**src/rtl/mul_hilo_stage.sv**
```systemverilog
// Multicycle multiply sequencer: registers operands for an external combinational
// multiplier, waits MUL_CYCLES, then captures the 64-bit product into HI/LO.
module mul_hilo_stage #(
    parameter int unsigned MUL_CYCLES = 2
) (
    input  logic        clk,
    input  logic        rst,
    input  logic        start,
    input  logic [31:0] a_in,
    input  logic [31:0] b_in,
    output logic [31:0] mul_a,
    output logic [31:0] mul_b,
    input  logic [63:0] mul_p,
    input  logic        hi_wr,
    input  logic        lo_wr,
    input  logic [31:0] wr_data,
    output logic        busy,
    output logic        done,
    output logic [31:0] hi,
    output logic [31:0] lo
);

    typedef enum logic {
        IDLE = 1'b0,
        MUL  = 1'b1
    } state_t;

    localparam logic [3:0] CNT_INIT = 4'(MUL_CYCLES - 1);

    state_t      state_q, state_d;
    logic [3:0]  cnt_q, cnt_d;
    logic [31:0] mul_a_q, mul_a_d;
    logic [31:0] mul_b_q, mul_b_d;
    logic [31:0] hi_q, hi_d;
    logic [31:0] lo_q, lo_d;
    logic        done_q, done_d;

    always_comb begin
        state_d = state_q;
        cnt_d   = cnt_q;
        mul_a_d = mul_a_q;
        mul_b_d = mul_b_q;
        hi_d    = hi_q;
        lo_d    = lo_q;
        done_d  = 1'b0;

        unique case (state_q)
            IDLE: begin
                if (hi_wr) hi_d = wr_data;
                if (lo_wr) lo_d = wr_data;
                if (start) begin
                    mul_a_d = a_in;
                    mul_b_d = b_in;
                    cnt_d   = CNT_INIT;
                    state_d = MUL;
                end
            end
            MUL: begin
                // Direct writes are deliberately dropped here, not queued.
                if (cnt_q != 4'd0) begin
                    cnt_d = cnt_q - 4'd1;
                end else begin
                    hi_d    = mul_p[63:32];
                    lo_d    = mul_p[31:0];
                    done_d  = 1'b1;
                    state_d = IDLE;
                end
            end
            default: state_d = IDLE;
        endcase
    end

    always_ff @(posedge clk) begin
        if (rst) begin
            state_q <= IDLE;
            cnt_q   <= '0;
            mul_a_q <= '0;
            mul_b_q <= '0;
            hi_q    <= '0;
            lo_q    <= '0;
            done_q  <= 1'b0;
        end else begin
            state_q <= state_d;
            cnt_q   <= cnt_d;
            mul_a_q <= mul_a_d;
            mul_b_q <= mul_b_d;
            hi_q    <= hi_d;
            lo_q    <= lo_d;
            done_q  <= done_d;
        end
    end

    assign mul_a = mul_a_q;
    assign mul_b = mul_b_q;
    assign busy  = (state_q == MUL);
    assign done  = done_q;
    assign hi    = hi_q;
    assign lo    = lo_q;

endmodule

```
**config.mk**
```make
export PLATFORM = sky130hd
export DESIGN_NAME = mul_hilo_stage
export DESIGN_NICKNAME = d
export VERILOG_FILES = /design/src/rtl/mul_hilo_stage.sv
export SDC_FILE = /design/constraint.sdc
export NUM_CORES = 1
export LEC_CHECK = 0
export CAP_MARGIN = 25
export CORE_UTILIZATION = 41
export CTS_BUF_LIST = sky130_fd_sc_hd__clkbuf_8
export CTS_CLUSTER_SIZE = 12
export DETAILED_ROUTE_END_ITERATION = 7
export PLACE_DENSITY = 0.86
export SLEW_MARGIN = 0
export SYNTH_ARGS = -nofsm -noshare
export SYNTH_HDL_FRONTEND = slang
export SYNTH_SLANG_ARGS = --single-unit
```
**constraint.sdc**
```tcl
create_clock -name clk -period 2.3 [get_ports clk]
set_clock_uncertainty 0.1 [all_clocks]
set_input_delay 0.46 -clock clk [delete_from_list [all_inputs] [get_ports clk]]
set_output_delay 0.46 -clock clk [all_outputs]
set_load 0.005 [all_outputs]
```
==> run_summary.xml <==
<?xml version="1.0" encoding="UTF-8"?>
<metrics>
  <group name="global_routing">
    <metric name="grt_antenna_before_repair" unit="">0</metric>
    <metric name="global_route_total_usage_across_every_layer" unit="%">24.2</metric>
    <metric name="grt.overflow.total" unit="">0</metric>
    <metric name="grt_first_pass_wirelength" unit="um">27500</metric>
    <metric name="grt_max_degree" unit="">60</metric>
    <metric name="grt_pass1_vias" unit="">5334</metric>
  </group>
  <group name="floorplan">
    <metric name="die_y_extent" unit="um">121</metric>
    <metric name="start_util" unit="%">42.8</metric>
    <metric name="design.portCount" unit="">295</metric>
    <metric name="num_rows" unit="">42</metric>
    <metric name="die_w" unit="um">121</metric>
    <metric name="design.die.area" unit="sq mm">0.0145</metric>
    <metric name="floorplan.core_area" unit="sq mm">0.0135</metric>
  </group>
  <group name="timing">
    <metric name="rsz0062_at_grt" unit="">no</metric>
    <metric name="hold_slack_final" unit="ns">0.353</metric>
    <metric name="timing.max_slew.rel_slack" unit="%">65.6</metric>
    <metric name="layout_worst_path_cycle_share" unit="%">91.8</metric>
    <metric name="final.min_clock_period" unit="ns">2.11</metric>
    <metric name="tightestPinTransition" unit="ns">0.515</metric>
    <metric name="timing_max_transition_violations_final" unit="">0</metric>
    <metric name="final.setup.tns" unit="ns">0</metric>
    <metric name="final_critical_path_setup_slack" unit="ns">0.188</metric>
    <metric name="setup_viol_count_final" unit="">0</metric>
    <metric name="hold_viol" unit="">0</metric>
    <metric name="clock.fmax" unit="MHz">474</metric>
  </group>
  <group name="placement">
    <metric name="place.detailed.instances" unit="">1037</metric>
    <metric name="placedInstanceArea" unit="sq mm">0.00879</metric>
    <metric name="dp_hpwl" unit="um">12900</metric>
    <metric name="port_buffers" unit="">294</metric>
    <metric name="placement.setup.worst_slack" unit="ns">0.343</metric>
    <metric name="routability_driven_placement_congestion_ratio" unit="">0.776</metric>
  </group>
  <group name="critical_path">
    <metric name="critPathLaunchType" unit="">register</metric>
    <metric name="buf_inv_on_cp" unit="">1</metric>
    <metric name="critical_path_required" unit="ns">1.74</metric>
    <metric name="delay_of_the_slowest_critical_path_stage" unit="ns">0.58</metric>
    <metric name="cp_cell_sequence" unit="">clkdlybuf4s50_1</metric>
    <metric name="timing.setup.critical_path_class" unit="">reg2out</metric>
    <metric name="crit_fanout" unit="">17</metric>
    <metric name="crit_family" unit="">buffers and inverters</metric>
    <metric name="cp.arrival" unit="ns">1.55</metric>
    <metric name="crit_path_top_delay_cell" unit="">clkdlybuf4s50_1</metric>
    <metric name="end_kind" unit="">primary output</metric>
  </group>
  <group name="power">
    <metric name="p_seq_share" unit="%">42.7</metric>
    <metric name="p_leak" unit="nW">3.32</metric>
    <metric name="cellInternalPower" unit="mW">4.54</metric>
    <metric name="net-switching-power" unit="mW">1.70</metric>
    <metric name="power" unit="mW">6.25</metric>
    <metric name="power.density_cell_area" unit="mW/mm^2">680</metric>
    <metric name="power_switching_share" unit="%">27.3</metric>
    <metric name="comb_power_share" unit="%">25.4</metric>
    <metric name="power.ir.vdd_worst" unit="uV">567</metric>
    <metric name="power_frac_clock" unit="%">31.9</metric>
  </group>
  <group name="logic_synthesis">
    <metric name="syn_inst" unit="">609</metric>
    <metric name="post_synth_edffs" unit="">0</metric>
    <metric name="synthArstFlopShare" unit="%">0</metric>
    <metric name="yosysWarningCount" unit="">0</metric>
    <metric name="mappedNetlistNets" unit="">776</metric>
    <metric name="netlist.area_leader.share" unit="%">46.6</metric>
    <metric name="postSynth.topFlopCell" unit="">dfxtp_1</metric>
    <metric name="synth_most_common_cell" unit="">dfxtp_1</metric>
    <metric name="synth.ff_latch_count" unit="">134</metric>
    <metric name="syn-mean-instance-area" unit="sq um">9.45</metric>
    <metric name="synth_area" unit="sq mm">0.00576</metric>
    <metric name="synth_top_cells_by_count" unit="">dfxtp_1 (134), nand2_1 (130), a21oi_1 (67)</metric>
    <metric name="seq_area_frac_synth" unit="%">46.6</metric>
    <metric name="synth.area.top_cells" unit="">dfxtp_1 (47%), a211oi_2 (13%), mux2i_1 (11%)</metric>
    <metric name="netlist.top_cell.by_area" unit="">dfxtp_1</metric>
    <metric name="yosys.cell_types.count" unit="">26</metric>
  </group>
  <group name="cts">
    <metric name="tritoncts.num_buffers" unit="">17</metric>
    <metric name="post-cts-setup-buffer-count" unit="">0</metric>
    <metric name="cts_num_sinks" unit="">134</metric>
    <metric name="cts-hold-fix-buffers" unit="">0</metric>
    <metric name="cts_tree" unit="">done</metric>
    <metric name="clk-insertion-delay-late" unit="ns">0.44</metric>
    <metric name="clk_pin_slew_worst_paths" unit="ns">0.07</metric>
    <metric name="number_of_resized_instances_in_the_post_cts_repair_step" unit="">0</metric>
    <metric name="cts.root.buffer_cell" unit="">clkbuf_8</metric>
    <metric name="cts.path.max_buffers" unit="">2</metric>
    <metric name="htree_levels" unit="">4</metric>
  </group>
  <group name="finish">
    <metric name="post-route-util" unit="%">68.3</metric>
    <metric name="finalNetCount" unit="">1047</metric>
    <metric name="drive_above_1_share" unit="%">13.5</metric>
    <metric name="antenna_cells_inserted" unit="">0</metric>
    <metric name="layout-area-overhead-vs-synth" unit="%">59.6</metric>
    <metric name="layout.cells.non_filler" unit="">1069</metric>
    <metric name="finalInstanceArea" unit="sq mm">0.00919</metric>
    <metric name="multi_input_comb_area" unit="sq mm">0.00275</metric>
    <metric name="layout.area.seq" unit="sq mm">0.00269</metric>
    <metric name="final.fill_count" unit="">1063</metric>
  </group>
  <group name="detailed_routing">
    <metric name="routed-via-count" unit="">5460</metric>
    <metric name="vias_per_cell" unit="">5.11</metric>
    <metric name="drt-initial-drc-count" unit="">243</metric>
    <metric name="postRouteAntennaNets" unit="">0</metric>
    <metric name="detail_route.drc_violations" unit="">0</metric>
    <metric name="drt-total-wl" unit="um">17700</metric>
    <metric name="detail_route.first_pass.iterations" unit="">5</metric>
    <metric name="wire_per_inst" unit="um">16.6</metric>
  </group>
  <group name="flow_run">
    <metric name="max_cap_viol_count" unit="">0</metric>
  </group>
  <group name="worst_hold_path">
    <metric name="hold_class" unit="">reg2reg</metric>
  </group>
  <group name="status">
    <metric name="outcome" unit="">complete, no violations</metric>
  </group>
</metrics>
==> cells in the final DEF (no fill, tap or decap), types with 3 or more instances in the layout <==
cell	synthesis	layout
nand2_1	130	130
buf_4	4	17
clkbuf_8	0	22
mux2i_1	64	64
a211oi_2	60	60
buf_12	0	3
nor3_1	65	65
inv_1	4	6
dfxtp_1	134	133
a211oi_1	4	4
clkdlybuf4s50_1	0	293
a21oi_1	67	67
clkinv_2	0	4
==> state kept, by name (all words and copies together) (netlist names) <==
register / cells
mul_b: 32
lo: 32
mul_a: 32
done: 1
busy: 1
hi: 32
cnt_q: 4
==> routing by layer <==
metal / track usage, % / part of all wire [%] / routed length [um]
met1: 26.4 / 39 / 6900
met2: 42.7 / 51 / 8960
met3: 8.82 / 8.5 / 1500
met4: 9.03 / 2.0 / 362
met5: 0 / 0 / 0
==> power groups by stage <==
stage	clock [mW]	combinational (mW)	sequential, mW
after global routing	2.13	1.71	2.69
after detailed placement	0	1.60	2.72
final	1.99	1.59	2.67
after global placement	0	1.57	2.71
after floorplan	0	0.746	2.71
after CTS	2.03	1.60	2.67
==> final timing paths <==
| kind | endpoint | startpoint | cells past startpoint | slack (ns) |
|---|---|---|---|---|
| setup reg to reg | lo[0]$_SDFFE_PP0P_ | cnt_q[0]$_SDFFE_PP0P_ | 6 | 0.39 |
| hold reg to reg | mul_b[26]$_SDFFE_PP0P_ | mul_b[26]$_SDFFE_PP0P_ | 2 | 0.35 |
| setup / recovery | busy | busy$_SDFF_PP0_ | 1 | 0.19 |
| hold / removal | mul_b[26]$_SDFFE_PP0P_ | mul_b[26]$_SDFFE_PP0P_ | 2 | 0.35 |
==> logic make-up (layout without fill, tap and decap cells) <==
kind of cell,count (synthesis),after routing,synth area share [%]
compound gates,135,135,19.9
mux,65,65,11.3
buf+inv,65,349,5.98
flops,134,134,46.6
fa+ha+maj,2,2,0.435
simple gates,208,208,15.7
==> layout make-up <==
type	count	area share [%]
clock inverter	10	1.10
sequential	134	29.2
tap	176	2.40
clock buffer	22	3.29
multi-input combinational	410	29.9
inverter	4	0.163
timing repair buffer	313	33.9
Power figures use the tool's default switching activity.
